### src/rtl/load_data_align_unit_pkg.sv
// Shared types and constants for the load-data align unit.
package load_align_pkg;

  typedef enum logic [1:0] {
    IDLE = 2'd0,
    RD0  = 2'd1,
    RD1  = 2'd2,
    RESP = 2'd3
  } state_t;

  localparam logic [1:0] SZ_BYTE   = 2'd0;
  localparam logic [1:0] SZ_HALF   = 2'd1;
  localparam logic [1:0] SZ_WORD   = 2'd2;
  localparam logic [1:0] SZ_DOUBLE = 2'd3;

endpackage

### src/rtl/load_data_extract.sv
// Combinational byte extraction: shifts the {HI,LO} pair down to the
// addressed offset, keeps 2^size bytes and sign/zero-extends to DATA_SIZE.
module load_data_extract
  import load_align_pkg::*;
#(
  parameter int DATA_SIZE = 32
) (
  input  logic [2*DATA_SIZE-1:0]          i_dw,
  input  logic [$clog2(DATA_SIZE/8)-1:0]  i_off,
  input  logic [1:0]                      i_size,
  input  logic                            i_unsigned,
  output logic [DATA_SIZE-1:0]            o_data
);

  logic [2*DATA_SIZE-1:0] w_shift;
  int                     w_nbits;
  logic                   w_sign;

  // Shift, pick the sign bit at nbits-1, then fill everything above nbits.
  // A full-width access has no bits above nbits, so it is left untouched.
  always_comb begin
    w_shift = i_dw >> {i_off, 3'b000};
    w_nbits = 8 << i_size;
    w_sign  = 1'b0;
    for (int i = 0; i < 2*DATA_SIZE; i++) begin
      if (i == w_nbits - 1) w_sign = w_shift[i] & ~i_unsigned;
    end
    o_data = w_shift[DATA_SIZE-1:0];
    for (int i = 0; i < DATA_SIZE; i++) begin
      if (i >= w_nbits) o_data[i] = w_sign;
    end
  end

endmodule

### src/rtl/load_data_align_unit.sv
// Load-data align unit: accepts one load at a time, issues one or two
// aligned word reads, and returns the extracted, extended result.
//
//   state | meaning
//   IDLE  | ready for a request
//   RD0   | reading the word holding the first byte (LO)
//   RD1   | reading the next word for a boundary-crossing access (HI)
//   RESP  | result held until the consumer takes it
module load_data_align_unit
  import load_align_pkg::*;
#(
  parameter int DATA_SIZE = 32,
  parameter int ADDR_SIZE = 32
) (
  input  logic                  clk,
  input  logic                  rst_n,
  input  logic                  req_valid,
  output logic                  req_ready,
  input  logic [ADDR_SIZE-1:0]  req_addr,
  input  logic [1:0]            req_size,
  input  logic                  req_unsigned,
  output logic                  mem_req,
  output logic [ADDR_SIZE-1:0]  mem_addr,
  input  logic                  mem_rvalid,
  input  logic [DATA_SIZE-1:0]  mem_rdata,
  output logic                  rsp_valid,
  input  logic                  rsp_ready,
  output logic [DATA_SIZE-1:0]  rsp_data,
  output logic                  rsp_misaligned,
  output logic                  rsp_err
);

  localparam int BYTES = DATA_SIZE / 8;
  localparam int OFFW  = $clog2(BYTES);

  state_t                 r_state, w_next;
  logic [OFFW-1:0]        r_off;
  logic [1:0]             r_size;
  logic                   r_unsigned;
  logic [DATA_SIZE-1:0]   r_lo, r_hi;
  logic                   r_mem_req;
  logic [ADDR_SIZE-1:0]   r_mem_addr;
  logic                   r_rsp_valid;
  logic [DATA_SIZE-1:0]   r_rsp_data;
  logic                   r_rsp_mis;
  logic                   r_rsp_err;

  logic                   w_illegal;
  logic                   w_cross;
  logic [ADDR_SIZE-1:0]   w_base;
  logic [DATA_SIZE-1:0]   w_lo, w_hi, w_ext;

  assign w_illegal = req_size > 2'(OFFW);
  assign w_cross   = (32'(r_off) + (32'd1 << r_size)) > 32'(BYTES);
  assign w_base    = req_addr & ~ADDR_SIZE'(BYTES - 1);

  // The word arriving this cycle feeds extraction directly so the result
  // can be registered on the same edge that completes the read.
  assign w_lo = (r_state == RD0) ? mem_rdata : r_lo;
  assign w_hi = (r_state == RD1) ? mem_rdata : r_hi;

  load_data_extract #(.DATA_SIZE(DATA_SIZE)) u_extract (
    .i_dw       ({w_hi, w_lo}),
    .i_off      (r_off),
    .i_size     (r_size),
    .i_unsigned (r_unsigned),
    .o_data     (w_ext)
  );

  // State register.
  always_ff @(posedge clk or negedge rst_n) begin
    if (!rst_n) r_state <= IDLE;
    else        r_state <= w_next;
  end

  // Next-state decode.
  always_comb begin
    w_next = r_state;
    case (r_state)
      IDLE: if (req_valid) w_next = w_illegal ? RESP : RD0;
      RD0:  if (mem_rvalid) w_next = w_cross ? RD1 : RESP;
      RD1:  if (mem_rvalid) w_next = RESP;
      RESP: if (rsp_ready) w_next = IDLE;
      default: w_next = IDLE;
    endcase
  end

  // Request capture, read data storage and registered outputs.
  always_ff @(posedge clk or negedge rst_n) begin
    if (!rst_n) begin
      r_off       <= '0;
      r_size      <= '0;
      r_unsigned  <= 1'b0;
      r_lo        <= '0;
      r_hi        <= '0;
      r_mem_req   <= 1'b0;
      r_mem_addr  <= '0;
      r_rsp_valid <= 1'b0;
      r_rsp_data  <= '0;
      r_rsp_mis   <= 1'b0;
      r_rsp_err   <= 1'b0;
    end else begin
      case (r_state)
        IDLE: if (req_valid) begin
          r_off      <= req_addr[OFFW-1:0];
          r_size     <= req_size;
          r_unsigned <= req_unsigned;
          r_lo       <= '0;
          r_hi       <= '0;
          if (w_illegal) begin
            r_rsp_valid <= 1'b1;
            r_rsp_err   <= 1'b1;
            r_rsp_data  <= '0;
            r_rsp_mis   <= 1'b0;
          end else begin
            r_mem_req  <= 1'b1;
            r_mem_addr <= w_base;
          end
        end
        RD0: if (mem_rvalid) begin
          r_lo <= mem_rdata;
          if (w_cross) begin
            r_mem_addr <= r_mem_addr + ADDR_SIZE'(BYTES);
          end else begin
            r_mem_req   <= 1'b0;
            r_mem_addr  <= '0;
            r_rsp_valid <= 1'b1;
            r_rsp_data  <= w_ext;
            r_rsp_mis   <= 1'b0;
            r_rsp_err   <= 1'b0;
          end
        end
        RD1: if (mem_rvalid) begin
          r_hi        <= mem_rdata;
          r_mem_req   <= 1'b0;
          r_mem_addr  <= '0;
          r_rsp_valid <= 1'b1;
          r_rsp_data  <= w_ext;
          r_rsp_mis   <= 1'b1;
          r_rsp_err   <= 1'b0;
        end
        RESP: if (rsp_ready) begin
          r_rsp_valid <= 1'b0;
          r_rsp_data  <= '0;
          r_rsp_mis   <= 1'b0;
          r_rsp_err   <= 1'b0;
        end
        default: ;
      endcase
    end
  end

  assign req_ready      = (r_state == IDLE);
  assign mem_req        = r_mem_req;
  assign mem_addr       = r_mem_addr;
  assign rsp_valid      = r_rsp_valid;
  assign rsp_data       = r_rsp_data;
  assign rsp_misaligned = r_rsp_mis;
  assign rsp_err        = r_rsp_err;

endmodule

### config.mk
export PLATFORM = sky130hd
export DESIGN_NAME = load_data_align_unit
export DESIGN_NICKNAME = d
export VERILOG_FILES = /design/src/rtl/load_data_align_unit_pkg.sv /design/src/rtl/load_data_extract.sv /design/src/rtl/load_data_align_unit.sv
export SDC_FILE = /design/constraint.sdc
export NUM_CORES = 1
export LEC_CHECK = 0
export BUFFER_PORTS_ARGS = -buffer_cell sky130_fd_sc_hd__buf_2
export CAP_MARGIN = 40
export CORE_ASPECT_RATIO = 0.5
export CORE_MARGIN = 2
export CORE_UTILIZATION = 48
export CTS_CLUSTER_SIZE = 10
export DETAILED_ROUTE_END_ITERATION = 10
export PLACE_DENSITY = 0.67
export SYNTH_ARGS = -nofsm -noshare
export SYNTH_HDL_FRONTEND = slang
export SYNTH_SLANG_ARGS = --single-unit
### constraint.sdc
create_clock -name clk -period 3.5 [get_ports clk]
set_clock_uncertainty 0.2 [all_clocks]
set_input_delay 0.7 -clock clk [delete_from_list [all_inputs] [get_ports clk]]
set_output_delay 0.7 -clock clk [all_outputs]
set_load 0.02 [all_outputs]
==> out/results.env <==
SYNTH_CELL_AREA_UM2=7580
DIE_AREA_UM2=16900
GPL.FINAL_WEIGHTED_CONGESTION=0.862
RUN_STATUS='completed'
DR_VIAS=6749
SYNTH.YOSYS.SEQ_AREA_SHARE=0.429
FILLER_CELL_COUNT=1296
DETAIL_ROUTE.VIAS_PER_CELL=6.07
POWER.CLOCK.FRACTION=0.190
MULTI_INPUT_GATE_AREA_UM2=3990
AREA_OCCUPIED_BY_REGISTERS_UM2=3250
WORSTPATHARRIVAL_NS=3.36
LAYOUT.NETS=978
R2R_END='rsp_data[26]'
POST-SYNTH-TOP-COUNT-CELL='dfrtp_1'
GRT_PASS1_WL_UM=34700
MAX_FREQ_MHz=306
DRT-WIRELENGTH-PER-CELL_UM=19.7
AREA_GROWTH_PCT=20.9
DETAILEDROUTE.FIRSTITERATIONVIOLATIONS=752
REPORT.FINAL.SLEW_VIOL_COUNT=0
LAYOUT-DRIVE-GT1-SHARE=0.280
FINISH.INSTANCE_AREA_UM2=9160
POWER.SWITCHING_FRACTION=0.455
TIGHTESTPINTRANSITION_NS=0.747
INITIAL_CORE_UTIL=0.492
CRITICAL_PATH_PEAK_FANOUT=39
CTS_MAX_PATH_BUFFERS=2
UNREPAIRED_SETUP_ENDPOINTS_AFTER_GLOBAL_ROUTING='no'
ANTENNA_FOUND_INITIAL=0
CRIT_REQUIRED_NS=3.59
DIE_WIDTH_UM=182
SETUP.WORST_PATH.CLASS='flop to flop'
HOLD-WORST-SLACK_NS=0.143
SYN-INSTANCE-COUNT=771
DRT_PASS1_ITERATIONS=5
MAX_CAP_VIOL_COUNT=0
YOSYS_WARNINGS=0
ANT_NETS=0
CRIT_PATH_START_KIND='flop'
TOTALNEGATIVESETUPSLACK_NS=0
DIE_H_UM=92.8
CTS_POST_SETUP_BUFFERS_INSERTED=0
MAX-SLEW-MARGIN-REL=0.502
GROUTE.USAGE.OVERALL=0.266
P_INT_mW=5.41
POWER_DENSITY_nW_PER_UM2=1080
HOLD_WC_PATH_TYPE='primary input to asynchronous set/reset pin'
PLACED_AREA_UM2=8540
IR_WORST_VDD_mV=0.532
COUNT_OF_FLIP_FLOPS_WITH_A_BUILT_IN_ENABLE_AFTER_SYNTHESIS=0
R2R_START='r_size[0]'
CTS_MADE_BUFFERS=17
TRITONCTS_CLOCK_TREE='built'
CLOCK_TREE.ROOT_CELL='clkbuf_16'
SYN_AVG_CELL_AREA_UM2=9.83
WORST_SETUP_HOLD_PATH_CLK_SLEW_NS=0.06
KIND_OF_END_POINT_OF_THE_CRITICAL_PATH='flop'
POWER.STATIC_LEAKAGE_nW=4.15
COMB_POWER_SHARE=0.554
TIMING.FINAL.CRIT_PERIOD_NS=3.27
CLOCK_TREE.HTREE_LEVEL_COUNT=4
DESIGN.PORTCOUNT=141
SETUP-VIOLATIONS-FINAL=0
CLOCK_LATENCY_NS=0.41
ROWS=32
CTSHOLDBUFFERS=0
NUM_ANTENNA_CELLS=0
FINAL-HOLD-VIOLATION-COUNT=0
GRT_PASS1_VIAS=6198
PIN_COUNT_OF_THE_BIGGEST_NET_ENTERING_GLOBAL_ROUTING=58
DETAILED_PLACE_HPWL_UM=15300
SEQUENTIAL_SHARE_OF_POWER=0.256
PLACE.PORT_BUFFERS=138
TIMING.REG2REG.WORST_PATH_DEPTH=11
SYNTH.TOP_CELL.AREA_SHARE=0.429
REGISTER_TO_REGISTER_PATH_SETUP_SLACK_NS=0.23
SYNTH_COMMONEST_CELLS='130 x dfrtp_1, 128 x nand2_1, 72 x o21ai_0'
TIMING.FINAL.CRIT_SHARE=0.935
NETLIST.TOP_CELL.BY_AREA='dfrtp_1'
GLOBALROUTEOVERFLOWTOTAL=0
PLACEABLECOREAREA_UM2=15400
CTS.SINKS=130
YS_TYPES=65
DRC=0
SHARE_OF_FLIP_FLOPS_WITH_AN_ASYNCHRONOUS_SET_OR_RESET_AFTER_SYNTHESIS=1.00
YOSYS-TOP-CELLS-AREA='dfrtp_1 43%, mux4_2 9.2%, nand2_1 6.3%'
FLIP_FLOP_AND_LATCH_COUNT_AFTER_SYNTHESIS=130
P_SWITCHING_mW=4.51
ROUTE.FINAL.WIRE_LENGTH_UM=21900
SYNTH_FLOP_CELL='dfrtp_1'
per-stage QoR:
stage | setup slack [ns] | util | total power [mW] | cells
2_1_floorplan | 0.249 | - | 6.31 | 772
3_3_place_gp | 0.313 | 0.554 | 7.85 | 1079
3_5_place_dp | 0.217 | 0.554 | 7.97 | 1079
4_1_cts | 0.205 | 0.594 | 9.89 | 1111
5_1_grt | 0.00154 | 0.594 | 10.6 | 1111
6_report | 0.229 | 0.594 | 9.92 | 1111
area by class of cell:
class                           count  share of cell area
Multi-Input combinational cell    559               0.436
Sequential cell                   130               0.355
Timing Repair Buffer              165               0.105
Clock buffer                       20              0.0509
Tap cell                          204              0.0279
Clock inverter                     12              0.0171
Inverter                           21             0.00860
worst max path at each step:
stage	from	to	cells after the start
after floorplan	r_size[1]	rsp_data[26]	13
after global placement	r_size[0]	rsp_data[24]	11
after detailed placement	r_size[0]	rsp_data[27]	11
after CTS	r_size[0]	rsp_data[26]	11
after global routing	r_size[0]	rsp_data[15]	12
final	r_size[0]	rsp_data[26]	11
repair_timing:
action | CTS | global route
gates resized for setup | 0 | 2
endpoints found under the hold margin | 0 | 0
setup endpoints to repair | 0 | 8
logic make-up (layout without fill, tap and decap cells):
| family | after synthesis | after routing | share of synthesized area |
|---|---|---|---|
| fa+ha+maj | 12 | 12 | 0.0208 |
| other cells | 2 | 3 | 0.000991 |
| buf+inv | 83 | 218 | 0.0454 |
| xor+xnor | 2 | 2 | 0.00231 |
| flops | 130 | 130 | 0.429 |
| compound gates | 235 | 235 | 0.218 |
| mux | 65 | 65 | 0.140 |
| simple gates | 242 | 242 | 0.144 |
state kept, by name (all words and copies together) (netlist names):
register,cells
rsp_data,32
rsp_err,1
r_hi,25
rsp_valid,1
r_lo,32
rsp_misaligned,1
r_size,2
r_unsigned,1
r_off,2
mem_req,1
r_state,2
mem_addr,30
cell usage in the layout, fill, tap and decap left out, drive strengths merged, types with 8 or more instances in the layout:
cell and n:
a21oi 28, nor2 29, nand2b 13, dfrtp 130, clkbuf 20, ha 11
nand2 128, a221o 15, mux2 17, a22oi 14, mux2i 17, o221ai 8
nor3 16, nand3 26, a211oi 8, buf 165, mux4 31, inv 20
a22o 38, o21ai 80
worst max-delay path, stage by stage (launching register included):
cell and delay, ns:
dfrtp_1 0.44, or2_2 0.36, clkinv_1 0.08, ha_1 0.15
inv_1 0.06, fa_1 0.51, a21o_1 0.11, o21ai_0 0.06
buf_4 0.18, a211o_1 0.41, buf_12 0.23, a221o_1 0.36
layer usage:
layer	wire length [um]	vias to the layer above	GRT usage
met4	279	0	0.0589
li1	-	3113	-
met1	10300	3277	0.405
met3	1940	30	0.0574
met2	9360	329	0.387
met5	0	-	0
power by group through the flow:
| stage | registers [mW] | logic, mW | clock network, mW |
|---|---|---|---|
| 6_report | 2.54 | 5.49 | 1.88 |
| 5_1_grt | 2.61 | 6.00 | 1.98 |
| 4_1_cts | 2.53 | 5.45 | 1.90 |
| 3_5_place_dp | 2.55 | 5.42 | 0 |
| 3_3_place_gp | 2.53 | 5.32 | 0 |
| 2_1_floorplan | 2.71 | 3.60 | 0 |
No activity file was read; power rests on OpenSTA's default activity.
